==> config.mk <==
export PLATFORM = sky130hd
export DESIGN_NAME = proc_dispatch_port
export DESIGN_NICKNAME = d
export VERILOG_FILES = /design/src/rtl/cluster_pkg.sv /design/src/rtl/spawn_fifo.sv /design/src/rtl/proc_dispatch_port.sv
export SDC_FILE = /design/constraint.sdc
export NUM_CORES = 1
export LEC_CHECK = 0
export CAP_MARGIN = 20
export CELL_PAD_IN_SITES_DETAIL_PLACEMENT = 0
export CELL_PAD_IN_SITES_GLOBAL_PLACEMENT = 1
export CORE_MARGIN = 2
export CORE_UTILIZATION = 47
export CTS_BUF_LIST = sky130_fd_sc_hd__clkbuf_4 sky130_fd_sc_hd__clkbuf_8
export CTS_CLUSTER_SIZE = 25
export DETAILED_ROUTE_END_ITERATION = 16
export PLACE_DENSITY = 0.94
export SYNTH_ARGS = -nofsm -noshare
export SYNTH_HDL_FRONTEND = slang
export SYNTH_SLANG_ARGS = --single-unit
==> constraint.sdc <==
create_clock -name clock -period 3.6 [get_ports clock]
set_clock_uncertainty 0.05 [all_clocks]
set_input_delay 0.72 -clock clock [delete_from_list [all_inputs] [get_ports clock]]
set_output_delay 0.72 -clock clock [all_outputs]
set_load 0.02 [all_outputs]
==> src/rtl/cluster_pkg.sv <==
// Shared types for the processor-cluster dispatch path: address type and the
// state encodings used by each per-processor dispatch port.
package cluster_pkg;

  localparam int ADDR_W = 8;

  typedef logic [ADDR_W-1:0] addr_t;

  typedef enum logic [1:0] {
    IDLE,
    RUN,
    DRAIN
  } core_state_t;

  typedef enum logic {
    S_IDLE,
    S_WAIT
  } snd_state_t;

endpackage

==> src/rtl/spawn_fifo.sv <==
// Register FIFO holding spawn addresses; the head stays put until popped so the
// sender can re-read it while a request is in flight.
module spawn_fifo #(
  parameter int W     = 8,
  parameter int DEPTH = 4,
  localparam int PW   = $clog2(DEPTH),
  localparam int CW   = PW + 1
) (
  input  logic          clock,
  input  logic          reset,
  input  logic          push,
  input  logic [W-1:0]  wdata,
  input  logic          pop,
  output logic          full,
  output logic          empty,
  output logic [CW-1:0] count,
  output logic [W-1:0]  head
);

  logic [W-1:0]  mem [DEPTH];
  logic [PW-1:0] wr_ptr;
  logic [PW-1:0] rd_ptr;
  logic          do_push;
  logic          do_pop;

  assign full    = (count == CW'(DEPTH));
  assign empty   = (count == '0);
  assign do_push = push & ~full;
  assign do_pop  = pop & ~empty;
  assign head    = mem[rd_ptr];

  always_ff @(posedge clock) begin
    if (do_push) mem[wr_ptr] <= wdata;
  end

  // DEPTH is a power of two, so pointer overflow is the modulo wrap
  always_ff @(posedge clock) begin
    if (reset) begin
      wr_ptr <= '0;
      rd_ptr <= '0;
      count  <= '0;
    end else begin
      if (do_push) wr_ptr <= wr_ptr + 1'b1;
      if (do_pop)  rd_ptr <= rd_ptr + 1'b1;
      count <= count + CW'(do_push) - CW'(do_pop);
    end
  end

endmodule

==> src/rtl/proc_dispatch_port.sv <==
// Per-processor endpoint to the Dispatcher: forwards queued spawns over a toggle
// handshake and turns the Dispatcher's start level into a one-cycle core start.
//
// core state | meaning
// IDLE       | slot free, waiting for a proc_start rising edge
// RUN        | core executing, spawns accepted
// DRAIN      | core finished, undelivered spawns still being sent
// sender     | meaning
// S_IDLE     | no request in flight
// S_WAIT     | request toggled out, waiting for matching proc_ack
module proc_dispatch_port #(
  parameter int ADDR_W      = 8,
  parameter int SPAWN_DEPTH = 4
) (
  input  logic              clock,
  input  logic              reset,
  input  logic              spawn_valid,
  input  logic [ADDR_W-1:0] spawn_addr,
  output logic              spawn_ready,
  input  logic              core_done,
  output logic              core_start,
  output logic [ADDR_W-1:0] core_start_addr,
  output logic              proc_running,
  output logic [ADDR_W-1:0] proc_spawn_addr,
  output logic              proc_onspawn,
  input  logic              proc_ack,
  input  logic              proc_start,
  input  logic [ADDR_W-1:0] proc_start_addr,
  output logic              err_start
);
  import cluster_pkg::*;

  localparam int CW = $clog2(SPAWN_DEPTH) + 1;

  core_state_t       state, state_nxt;
  snd_state_t        snd, snd_nxt;
  logic              last_start;
  logic              start_edge;
  logic              start_pulse;
  logic              toggle;
  logic              push, pop, full, empty;
  logic [CW-1:0]     count;
  logic [ADDR_W-1:0] head;

  assign start_edge   = proc_start & ~last_start;
  assign spawn_ready  = (state == RUN) & ~full;
  assign push         = spawn_valid & spawn_ready;
  assign pop          = (snd == S_WAIT) & (proc_ack == proc_onspawn);
  assign proc_running = (state != IDLE);

  spawn_fifo #(.W(ADDR_W), .DEPTH(SPAWN_DEPTH)) u_fifo (
    .clock (clock),
    .reset (reset),
    .push  (push),
    .wdata (spawn_addr),
    .pop   (pop),
    .full  (full),
    .empty (empty),
    .count (count),
    .head  (head)
  );

  always_comb begin
    state_nxt   = state;
    start_pulse = 1'b0;
    case (state)
      IDLE: if (start_edge) begin
        state_nxt   = RUN;
        start_pulse = 1'b1;
      end
      RUN: if (core_done) begin
        // a push landing with core_done still has to be delivered
        state_nxt = (empty && snd == S_IDLE && !push) ? IDLE : DRAIN;
      end
      DRAIN: if ((pop && count == CW'(1)) || (empty && snd == S_IDLE)) begin
        state_nxt = IDLE;
      end
      default: state_nxt = IDLE;
    endcase
  end

  always_comb begin
    snd_nxt = snd;
    toggle  = 1'b0;
    case (snd)
      S_IDLE: if (!empty) begin
        snd_nxt = S_WAIT;
        toggle  = 1'b1;
      end
      S_WAIT: if (pop) snd_nxt = S_IDLE;
      default: snd_nxt = S_IDLE;
    endcase
  end

  always_ff @(posedge clock) begin
    if (reset) begin
      state           <= IDLE;
      snd             <= S_IDLE;
      last_start      <= 1'b0;
      core_start      <= 1'b0;
      core_start_addr <= '0;
      proc_onspawn    <= 1'b0;
      proc_spawn_addr <= '0;
      err_start       <= 1'b0;
    end else begin
      state      <= state_nxt;
      snd        <= snd_nxt;
      last_start <= proc_start;
      core_start <= start_pulse;
      if (start_pulse) core_start_addr <= proc_start_addr;
      if (toggle) begin
        proc_onspawn    <= ~proc_onspawn;
        proc_spawn_addr <= head;
      end
      if (start_edge && state != IDLE) err_start <= 1'b1;
    end
  end

endmodule

==> results of run 1 <==
sequential cells by signal, summed over array words and instances, names as in the netlist:
name,count
u_fifo.mem,32
core_start_addr,8
proc_spawn_addr,8
u_fifo.count,3
state,2
u_fifo.rd_ptr,2
u_fifo.wr_ptr,2
core_start,1
err_start,1
last_start,1
proc_onspawn,1
snd,1
synthesized netlist by cell type, types with 2 or more instances:
cell       n
xnor2_1    5
and3_1     2
nand2b_1   3
a22o_1     8
nand2_1   17
a211oi_1   2
xor2_1     2
inv_1      7
edfxtp_1  32
mux4_2     8
nor2_1    13
nor2b_1    3
and2_2     5
dfxtp_1   30
buf_2      2
clkbuf_1   3
nor3_1     2
ha_1       6
a21oi_1   10
metal layers:
layer | share of wire, % | vias up | global-route usage (%)
met1 | 42 | 677 | 20.0
met5 | 0 | - | 0
met4 | 2.3 | 0 | 9.16
met2 | 50 | 34 | 25.8
met3 | 4.9 | 8 | 5.76
li1 | - | 713 | -
worst max-delay path, cell delays in order:
cell             delay [ns]
clkdlybuf4s50_1        0.41
xnor2_1                0.28
and3_1                 0.25
ha_1                   0.24
inv_1                  0.05
ha_1                   0.13
inv_1                  0.05
fa_1                   0.37
xor2_1                 0.17
xnor2_1                0.13
nor2_1                 0.05
cells by family (layout without fill, tap and decap cells):
family | after synthesis | in the layout | synth area share, %
AO/OA/AOI/OAI | 23 | 23 | 6.57
XOR/XNOR | 7 | 7 | 2.57
adder cells (fa/ha/maj) | 7 | 7 | 3.99
buffers and inverters | 14 | 67 | 2.63
flip-flops | 62 | 62 | 65.5
multiplexers | 9 | 9 | 7.98
AND/OR/NAND/NOR | 51 | 51 | 10.7
power by group:
group          leakage [nW]  switching (mW)  total [mW]  internal (mW)
Sequential            0.533          0.0392       0.828          0.789
Combinational         0.455           0.131       0.268          0.137
Clock                0.0820           0.249       0.496          0.248
worst paths after layout:
check / from / end / slack [ns]
hold reg to reg: core_start_addr[6] / core_start_addr[6] / 0.40
setup / recovery: proc_ack / u_fifo.count[2] / 0.91
setup reg to reg: u_fifo.count[2] / u_fifo.count[2] / 1.11
hold / removal: core_start_addr[6] / core_start_addr[6] / 0.40
through the flow:
stage	power [mW]	cells
2_1_floorplan	0.992	173
3_3_place_gp	1.10	276
3_5_place_dp	1.11	276
4_1_cts	1.61	292
5_1_grt	1.66	293
6_report	1.59	293
cell type report:
type,instances,area (sq um),area share [%]
inverter,7,26.3,0.868
clock buffer,10,131,4.34
sequential,62,1560,51.6
multi-input combinational,97,758,25.1
clock inverter,6,28.8,0.951
tap,67,83.8,2.77
timing repair buffer,44,435,14.4
==> parameters.txt, run 1 <==
Parameter                              Value

Logic synthesis
  Netlist Area Pre-Place ... 2380 sq um
  Ys flop type ... edfxtp_1
  Synth warn ... 0
  #FFs+latches synth ... 62
  Mean area per synthesized cell ... 13.8 sq um
  Number of synthesized flops with an enable pin ... 32
  Share of synthesized area occupied by flip-flops and latches ... approximately 66%
  Number of distinct library cells after synthesis ... 32
  Library cell with the largest summed area after synthesis ... edfxtp_1
  Number of nets produced by synthesis ... between 200 and 250
  Leading post-synthesis cells by cell area ... edfxtp_1, dfxtp_1, mux4_2
  Top-area cell type share of the netlist area ... 40.3%
  Async set-or-reset flop fraction in the synthesized netlist ... 0%
  Count of mapped cells out of synthesis ... 173

Placed design
  Post-placement cell area ... 2860 sq um
  Detail Placement HPWL ... 2.83 mm
  # port buffers ... 42
  Weighted congestion at the end of routability-driven global placement ... 0.730
  Post-Place Setup Slack ... 0.576 ns

Floorplan
  Die outline height ... around 75 microns
  Number of top-level pins ... 43
  Floorplan die area ... roughly 5700 sq um
  Core Region ... 4820 sq um
  Starting density of the core ... 49.5%
  Num rows ... 25
  Die span in x ... 75.2 microns

CTS
  Total CTS buffers ... 9
  H-tree levels ... 3
  Clock tree from TritonCTS ... done
  Hold-fix buffers at CTS ... 0
  Number of post-CTS setup repair buffers ... 0
  Clock latency of the later-clocked register in the worst-skew pair ... 0.32 ns
  Clock root buffer ... clkbuf_8
  Number of gates resized after CTS ... 0
  Post-CTS clock slew at the launch and capture registers of the worst setup and hold paths ... 0.06 ns
  Largest buffer count on any clock path ... 2
  Sink Count ... 62

Power and ir drop
  Maximum VDD drop ... 0.287 mV
  Standby leakage power ... about 1.1 nW
  Power density cells ... 527 nW/um^2

Global route
  Overall overflow remaining after global route ... 0
  First-pass GRT wire length ... 6.63 mm
  Maximum number of pins on one net before global-route repair ... 24
  Via count of the first global-routing pass ... 1374
  Number of antenna violations at the first check in global routing ... 0
  Total global routing track utilization ... between 15 and 20%

STA
  RSZ-0062 raised after global routing ... false
  Final setup margin ... 0.909 ns
  Highest Clock Rate ... 372 MHz
  Final period util ... 74.7%
  Transition time at the pin with the least slew margin ... 0.646 ns
  TNS Setup ... 0 ns
  Final Max Slew Viols ... 0
  Tightest slew margin relative to the limit ... a little under three fifths
  Hold Slack ... 0.403 ns
  Final Hold Fails ... 0
  Minimum period implied by the final worst setup slack ... 2.69 ns
  Number of setup violations in the final report ... 0

Cells and area
  Diodes inserted ... 0
  Ratio of cells with drive above 1 in the final layout ... 13.3%
  Fraction of the core area covered by cells at the end of the flow ... 62.8%
  Area Growth Syn to Fin ... 27.0%
  Final Net Count ... 250
  Most common library cell in the layout ignoring fill and taps ... clkdlybuf4s50_1
  Fillcell total ... a little under 400
  Top library cells by usage in the layout, fill and taps aside ... clkdlybuf4s50_1, edfxtp_1, dfxtp_1, nand2_1, nor2_1
  Post-route cell area ... between 3000 and 4000 sq um

Detailed routing
  DRC violations left ... 0
  WL/cell ... 14.3 microns
  Post-detailed-route via-to-cell ratio ... 4.89
  Routed WL ... 4.19 mm
  Number of routed nets with antenna violations ... 0
  Via count ... 1432
  Detailed router's first-iteration violation count ... 77
  Number of iterations in the first detailed-routing pass ... 4

Min path
  Min-delay worst type ... flop to flop
  Depth of the worst hold-timing path ... 2

Setup path
  Classification of the worst setup path ... input port to flop
  Largest fanout on the critical path ... 4
  Data required time at the worst endpoint ... about 3.8 ns
  Startpoint Class ... input port
  Data arrival time at the worst-slack endpoint ... 2.85 ns
  Worst reg2reg path depth ... 10
  Critical Path Sink Type ... flop

Outcome
  Result of the run ... complete, no violations

Job
  Max-Cap Viols ... 0
(Power assumes the default switching activity.)
==> run 2, diff against run 1 <==
--- a/config.mk
+++ b/config.mk
@@ -9,11 +9,11 @@
 export CELL_PAD_IN_SITES_DETAIL_PLACEMENT = 0
 export CELL_PAD_IN_SITES_GLOBAL_PLACEMENT = 1
 export CORE_MARGIN = 2
-export CORE_UTILIZATION = 47
+export CORE_UTILIZATION = 44
 export CTS_BUF_LIST = sky130_fd_sc_hd__clkbuf_4 sky130_fd_sc_hd__clkbuf_8
 export CTS_CLUSTER_SIZE = 25
 export DETAILED_ROUTE_END_ITERATION = 16
-export PLACE_DENSITY = 0.94
+export PLACE_DENSITY = 0.89
 export SYNTH_ARGS = -nofsm -noshare
 export SYNTH_HDL_FRONTEND = slang
 export SYNTH_SLANG_ARGS = --single-unit
==> constraint.sdc (replaced) <==
create_clock -name clock -period 2.5 [get_ports clock]
set_clock_uncertainty 0.05 [all_clocks]
set_input_delay 0.5 -clock clock [delete_from_list [all_inputs] [get_ports clock]]
set_output_delay 0.5 -clock clock [all_outputs]
set_load 0.02 [all_outputs]
==> run 2 against run 1 <==
Design area up 2.8%. Largest power group unchanged. Die area increased by 6.4%. Sequential share of layout area down 1.4 points. Routed wire length decreased by 0.53%. Largest cell class unchanged. Critical endpoint is now spawn_ready. Via count up 1.4%.
==> parameters.txt, run 2 (same netlist as run 1, synthesis figures left out) <==
Parameter                              Value

Outcome
  Result of the run ... complete, no violations

Setup path
  Cell family with most CP delay ... buffers and inverters
  Startpoint Class ... flop
  Worst path bufs/invs ... 2 (-1)
  Data required time at the worst endpoint ... 1.95 ns (-1.81 ns)
  Classification of the worst setup path ... flop to primary output
  Worst setup path startpoint ... u_fifo.count[1]
  CP peak stage delay ... 0.53 ns (+0.12 ns)
  Largest fanout on the critical path ... 5 (+1)
  Critical Path Sink Type ... primary output
  Worst R2R Start ... u_fifo.count[2]
  Data arrival time at the worst-slack endpoint ... 1.87 ns (-0.98 ns)
  Cell type of the slowest stage on the worst timing path ... clkdlybuf4s50_1
  Critical Path, Cell by Cell ... buf_4, or3b_1, and2_2, clkdlybuf4s50_1

STA
  RSZ-0062 raised after global routing ... false
  Transition time at the pin with the least slew margin ... 0.982 ns (+0.336 ns)
  Final setup margin ... 0.0756 ns (-0.834 ns)
  Number of setup violations in the final report ... 0 (unchanged)
  TNS Setup ... 0 ns (unchanged)
  Final Max Slew Viols ... 0 (unchanged)
  Hold Slack ... 0.401 ns (-0.00225 ns)
  Final period util ... 97.0%
  Highest Clock Rate ... about 410 MHz
  Final Hold Fails ... 0 (unchanged)
  Minimum period implied by the final worst setup slack ... 2.42 ns
  Tightest slew margin relative to the limit ... 34.0% (-23 points)

Cells and area
  Top library cells by usage in the layout, fill and taps aside ... clkdlybuf4s50_1, edfxtp_1, dfxtp_1, nand2_1, nor2_1
  Registers with the highest flip-flop counts ... u_fifo.mem: 32 flops, core_start_addr: 8 flops, proc_spawn_addr: 8 flops
  Post-route cell area ... 3110 sq um (+2.8%)
  Register name with the most flops ... u_fifo.mem
  Fillcell total ... 396 (+2.6%)
  Most common library cell in the layout ignoring fill and taps ... clkdlybuf4s50_1
  Fraction of the core area covered by cells at the end of the flow ... 60.1% (-2.7 points)
  Max reg flops ... 32 (unchanged)
  Ratio of cells with drive above 1 in the final layout ... 16.8% (+3.5 points)
  Area Growth Syn to Fin ... 30.6%
  Number of non-filler instances in the completed layout ... 302 (+3.1%)
  Diodes inserted ... 0 (unchanged)
  Final Net Count ... 256 (+2.4%)

CTS
  Clock latency of the later-clocked register in the worst-skew pair ... 0.33 ns (about the same)
  Number of post-CTS setup repair buffers ... 0 (unchanged)
  Total CTS buffers ... 9 (unchanged)
  H-tree levels ... 3 (unchanged)
  Largest buffer count on any clock path ... 2 (unchanged)
  Post-CTS clock slew at the launch and capture registers of the worst setup and hold paths ... 0.06 ns (about the same)
  Clock tree from TritonCTS ... done
  Clock root buffer ... clkbuf_8
  Number of gates resized after CTS ... 0 (unchanged)
  Hold-fix buffers at CTS ... 0 (unchanged)
  Sink Count ... 62 (unchanged)

Placed design
  Weighted congestion at the end of routability-driven global placement ... 0.759 (+4.0%)
  # port buffers ... 42 (unchanged)
  Instance count after placement with tap cells included ... 286 (+3.6%)
  Post-Place Setup Slack ... -0.164 ns (-0.740 ns)
  Detail Placement HPWL ... 2.91 mm (+2.7%)
  Post-placement cell area ... 2910 sq um (+2.0%)

Job
  Max-Cap Viols ... 0 (unchanged)

Floorplan
  Die span in x ... 77.6 microns (+3.2%)
  Die outline height ... 77.6 microns (+3.2%)
  Floorplan die area ... 6020 sq um (+6.4%)
  Number of top-level pins ... 43 (unchanged)
  Num rows ... 26 (+4.0%)
  Core Region ... 5170 sq um (+7.4%)
  Starting density of the core ... 46.1% (-3.4 points)

Detailed routing
  WL/cell ... 13.8 microns (-3.5%)
  Via count ... 1452 (+1.4%)
  Number of routed nets with antenna violations ... 0 (unchanged)
  Number of iterations in the first detailed-routing pass ... 4 (unchanged)
  Detailed router's first-iteration violation count ... 88 (+14%)
  Post-detailed-route via-to-cell ratio ... 4.81 (-1.6%)
  Routed WL ... 4.17 mm (-0.53%)
  DRC violations left ... 0 (unchanged)

Power and ir drop
  Net load switching power ... 0.589 mW (+41%)
  Net switching share of the total power ... 24.0% (-2.3 points)
  Power Internal ... 1.87 mW (+59%)
  Power density cells ... 791 nW/um^2 (+50%)
  Maximum VDD drop ... 0.317 mV (+10%)
  Total power of the final layout ... 2.46 mW (+54%)
  Portion of total power attributed to sequential cells ... 48.3% (-3.7 points)
  Standby leakage power ... 1.13 nW (+5.2%)
  Portion of total power attributed to the clock network ... 35.0% (+3.8 points)
  Combinational cell fraction of total power ... 16.8% (about the same)

Min path
  Beginning of the worst hold path ... core_start_addr[5]
  Min-delay worst type ... flop to flop

Global route
  Via count of the first global-routing pass ... 1485 (+8.1%)
  Total global routing track utilization ... 15.9% (-0.62 points)
  Overall overflow remaining after global route ... 0 (unchanged)
  Maximum number of pins on one net before global-route repair ... 18 (-25%)
  Number of antenna violations at the first check in global routing ... 0 (unchanged)
  First-pass GRT wire length ... 7.14 mm (+7.7%)
[run 2: cell types whose count changed in the layout (fill, tap and decap cells not counted)]
cell and delta:
bufinv_16 +1, clkinvlp_4 -1, clkbuf_4 +3, clkinv_2 -1
clkinv_1 -3, buf_4 +7
[run 2: cell type report]
class / instances / area [sq um] / area share (%)
Tap cell: 70 / 87.6 / 2.82
Multi-Input combinational cell: 97 / 758 / 24.4
Timing Repair Buffer: 50 / 480 / 15.4
Inverter: 7 / 26.3 / 0.845
Clock inverter: 2 / 35.0 / 1.13
Clock buffer: 14 / 161 / 5.19
Sequential cell: 62 / 1560 / 50.2
[run 2: metal layers]
metal	vias up	share of wire [%]	wire, microns	global-route usage [%]
met3	10	3.6	151	4.07
met2	35	51	2110	25.8
met1	677	43	1800	18.8
met4	0	2.6	108	9.64
li1	730	-	-	-
met5	-	0	0	0
[run 2: power groups by stage]
stage | clock network [mW] | registers (mW) | logic [mW]
after floorplan | 0 | 1.24 | 0.183
after global placement | 0 | 1.21 | 0.412
final | 0.860 | 1.19 | 0.412
after global routing | 0.935 | 1.20 | 0.452
after CTS | 0.880 | 1.19 | 0.418
after detailed placement | 0 | 1.21 | 0.415
[run 2: worst min-delay path, stage by stage, from the launching register on]
cell     delay, ns
dfxtp_1       0.31
nand2_1       0.05
a21oi_1       0.05
[run 2: final timing paths]
check / cells after the start / end / slack, ns
max reg2reg: 10 / u_fifo.count[2] / 0.14
min reg2reg: 2 / core_start_addr[5] / 0.40
max: 4 / spawn_ready / 0.08
min: 2 / core_start_addr[5] / 0.40
==> run 3, diff against run 2 <==
--- a/config.mk
+++ b/config.mk
@@ -13,7 +13,8 @@
 export CTS_BUF_LIST = sky130_fd_sc_hd__clkbuf_4 sky130_fd_sc_hd__clkbuf_8
 export CTS_CLUSTER_SIZE = 25
 export DETAILED_ROUTE_END_ITERATION = 16
-export PLACE_DENSITY = 0.89
+export GPL_ROUTABILITY_DRIVEN = 1
+export PLACE_DENSITY = 0.87
 export SYNTH_ARGS = -nofsm -noshare
 export SYNTH_HDL_FRONTEND = slang
 export SYNTH_SLANG_ARGS = --single-unit
==> run 3 against run 2 <==
Sequential share of layout area rose by 0.26 points. Critical path depth did not move. Sequential power barely moved. Total power fell by 3.5%. Setup slack got worse by 0.0046 ns. Hold slack improved by 0.0021 ns. Final cell count did not move. Non-clock buffer count did not move. Sequential cell count did not move. Clock power fell by 10%. First-iteration DRC count fell by 31%. Fmax fell by 0.19%. Critical path type unchanged. Largest cell class unchanged. Highest routed layer unchanged.
==> parameters.txt, run 3 (same netlist as run 1, synthesis figures left out) <==
Parameter                              Value

Global route
  Met3 routing resource usage after global routing ... 3.02% (-1.0 points)
  Via count of the first global-routing pass ... 1478 (-0.47%)
  Met1 GRT Util ... 19.1% (+0.24 points)
  First-pass GRT wire length ... 7.04 mm (-1.4%)
  Maximum number of pins on one net before global-route repair ... 24 (+6)
  Overall overflow remaining after global route ... 0 (unchanged)
  Global-route met2 utilization ... 25.3% (-0.52 points)
  Number of antenna violations at the first check in global routing ... 0 (unchanged)
  Busiest grt layer ... met2
  Total global routing track utilization ... 15.5% (-0.38 points)

Setup path
  CP peak stage delay ... 0.53 ns (about the same)
  Data arrival time at the worst-slack endpoint ... 1.88 ns (about the same)
  Capture point of the worst reg-to-reg path ... u_fifo.count[2]
  Critical Path, Cell by Cell ... buf_4, or3b_1, and2_2, clkdlybuf4s50_1
  Cell type of the slowest stage on the worst timing path ... clkdlybuf4s50_1
  Startpoint Class ... flop
  Critical Path Sink Type ... primary output
  Largest fanout on the critical path ... 5 (unchanged)
  Minimum setup slack among reg-to-reg paths ... 0.15 ns (about the same)
  Data required time at the worst endpoint ... 1.95 ns (about the same)
  Worst reg2reg path depth ... 10 (unchanged)
  Classification of the worst setup path ... flop to primary output
  Worst R2R Start ... u_fifo.count[2]

Cells and area
  Fraction of the core area covered by cells at the end of the flow ... 59.8% (-0.31 points)
  Registers with the highest flip-flop counts ... u_fifo.mem: 32 flops, core_start_addr: 8 flops, proc_spawn_addr: 8 flops
  Register name with the most flops ... u_fifo.mem
  Diodes inserted ... 0 (unchanged)
  Final Net Count ... 256 (unchanged)
  Ratio of cells with drive above 1 in the final layout ... 16.4% (-0.43 points)
  Number of non-filler instances in the completed layout ... 302 (unchanged)
  Max reg flops ... 32 (unchanged)
  Top library cells by usage in the layout, fill and taps aside ... clkdlybuf4s50_1, edfxtp_1, dfxtp_1, nand2_1, nor2_1
  Area Growth Syn to Fin ... 29.9%
  Most common library cell in the layout ignoring fill and taps ... clkdlybuf4s50_1

Power and ir drop
  Power density cells ... 767 nW/um^2 (-3.0%)
  Standby leakage power ... 1.11 nW (-1.1%)
  Total power of the final layout ... 2.37 mW (-3.5%)
  Maximum VDD drop ... 0.342 mV (+7.9%)

Floorplan
  Floorplan die area ... 6020 sq um (unchanged)
  Number of top-level pins ... 43 (unchanged)
  Num rows ... 26 (unchanged)
  Starting density of the core ... 46.1% (unchanged)
  Die span in x ... 77.6 microns (unchanged)
  Die outline height ... 77.6 microns (unchanged)
  Core Region ... 5170 sq um (unchanged)

Placed design
  Detail Placement HPWL ... 2.89 mm (-0.48%)
  Post-Place Setup Slack ... -0.178 ns (-0.0131 ns)
  Instance count after placement with tap cells included ... 286 (unchanged)
  # port buffers ... 42 (unchanged)
  Weighted congestion at the end of routability-driven global placement ... 0.712 (-6.2%)

CTS
  Sink Count ... 62 (unchanged)
  Post-CTS clock slew at the launch and capture registers of the worst setup and hold paths ... 0.06 ns (about the same)
  Clock tree from TritonCTS ... done
  H-tree levels ... 3 (unchanged)
  Largest buffer count on any clock path ... 2 (unchanged)
  Number of gates resized after CTS ... 0 (unchanged)
  Number of post-CTS setup repair buffers ... 0 (unchanged)
  Total CTS buffers ... 9 (unchanged)
  Hold-fix buffers at CTS ... 0 (unchanged)
  Clock latency of the later-clocked register in the worst-skew pair ... 0.33 ns (about the same)
  Clock root buffer ... clkbuf_8

STA
  Final period util ... 97.2% (+0.19 points)
  Highest Clock Rate ... 412 MHz (-0.19%)
  Final Max Slew Viols ... 0 (unchanged)
  Tightest slew margin relative to the limit ... 35.5% (+1.5 points)
  Final setup margin ... 0.0710 ns (-0.00465 ns)
  Transition time at the pin with the least slew margin ... 0.960 ns (-0.0224 ns)
  Number of setup violations in the final report ... 0 (unchanged)
  Final Hold Fails ... 0 (unchanged)
  RSZ-0062 raised after global routing ... false
  Minimum period implied by the final worst setup slack ... 2.43 ns (+0.00465 ns)
  TNS Setup ... 0 ns (unchanged)

Detailed routing
  Via count ... 1447 (-0.34%)
  Number of iterations in the first detailed-routing pass ... 6 (+2)
  Detailed router's first-iteration violation count ... 61 (-31%)
  Number of routed nets with antenna violations ... 0 (unchanged)
  WL/cell ... 13.6 microns (-1.3%)
  DRC violations left ... 0 (unchanged)
  Routed WL ... 4.11 mm (-1.3%)
  Post-detailed-route via-to-cell ratio ... 4.79 (-0.34%)

Min path
  Min-delay worst type ... flop to flop
  Depth of the worst hold-timing path ... 2 (unchanged)
  Beginning of the worst hold path ... core_start_addr[1]
  Terminating pin of the worst hold path ... core_start_addr[1]

Outcome
  Result of the run ... complete, no violations

Job
  Max-Cap Viols ... 0 (unchanged)
[run 3: cell types whose count changed in the layout (fill, tap and decap cells not counted), sizes merged]
cell      change
clkbuf        -2
clkinvlp      +1
bufinv        -1
clkinv        +2
[run 3: worst max-delay path by stage]
stage                    startpoint              end  slack [ns]
global route        u_fifo.count[1]      spawn_ready       0.006
CTS                 u_fifo.count[1]      spawn_ready        0.04
floorplan           u_fifo.count[1]  u_fifo.count[2]        0.13
finish              u_fifo.count[1]      spawn_ready        0.07
detailed placement         proc_ack  u_fifo.count[2]       -0.18
global placement           proc_ack  u_fifo.count[2]       -0.15
[run 3: final cells by class]
cell class	instances	area, sq um
inverters	7	26.3
fillers	398	2080
flip-flops and latches	62	1560
multi-input cells	97	758
clock buffers	12	159
repair buffers	50	480
clock inverters	4	21.3
well taps	70	87.6
[run 3: metrics by stage]
step / area [sq um] / hold slack, ns
after detailed placement: 2910 / 0.397
after CTS: 3090 / 0.406
after global routing: 3090 / 0.428
after global placement: 2910 / 0.392
after floorplan: 2380 / 0.412
final: 3090 / 0.403
[run 3: where the power goes]
| group | internal [mW] | total, mW | leakage [nW] | switching (mW) |
|---|---|---|---|---|
| Sequential | 1.14 | 1.19 | 0.533 | 0.0490 |
| Combinational | 0.221 | 0.414 | 0.486 | 0.193 |
| Clock | 0.418 | 0.773 | 0.0932 | 0.355 |
| Total | 1.78 | 2.37 | 1.11 | 0.597 |
[run 3: routing by layer]
| metal | wire [microns] | part of all wire (%) | vias to the layer above |
|---|---|---|---|
| met3 | 139 | 3.4 | 7 |
| met5 | 0 | 0 | - |
| met1 | 1880 | 46 | 679 |
| met4 | 87 | 2.1 | 0 |
| met2 | 2010 | 49 | 31 |
| li1 | - | - | 730 |
[run 3: critical path: cells and delay by family (launching register included)]
kind | cells | cell delay, ns
buffers and inverters | 2 | 0.68
AND/OR/NAND/NOR | 2 | 0.57
flip-flops | 1 | 0.30
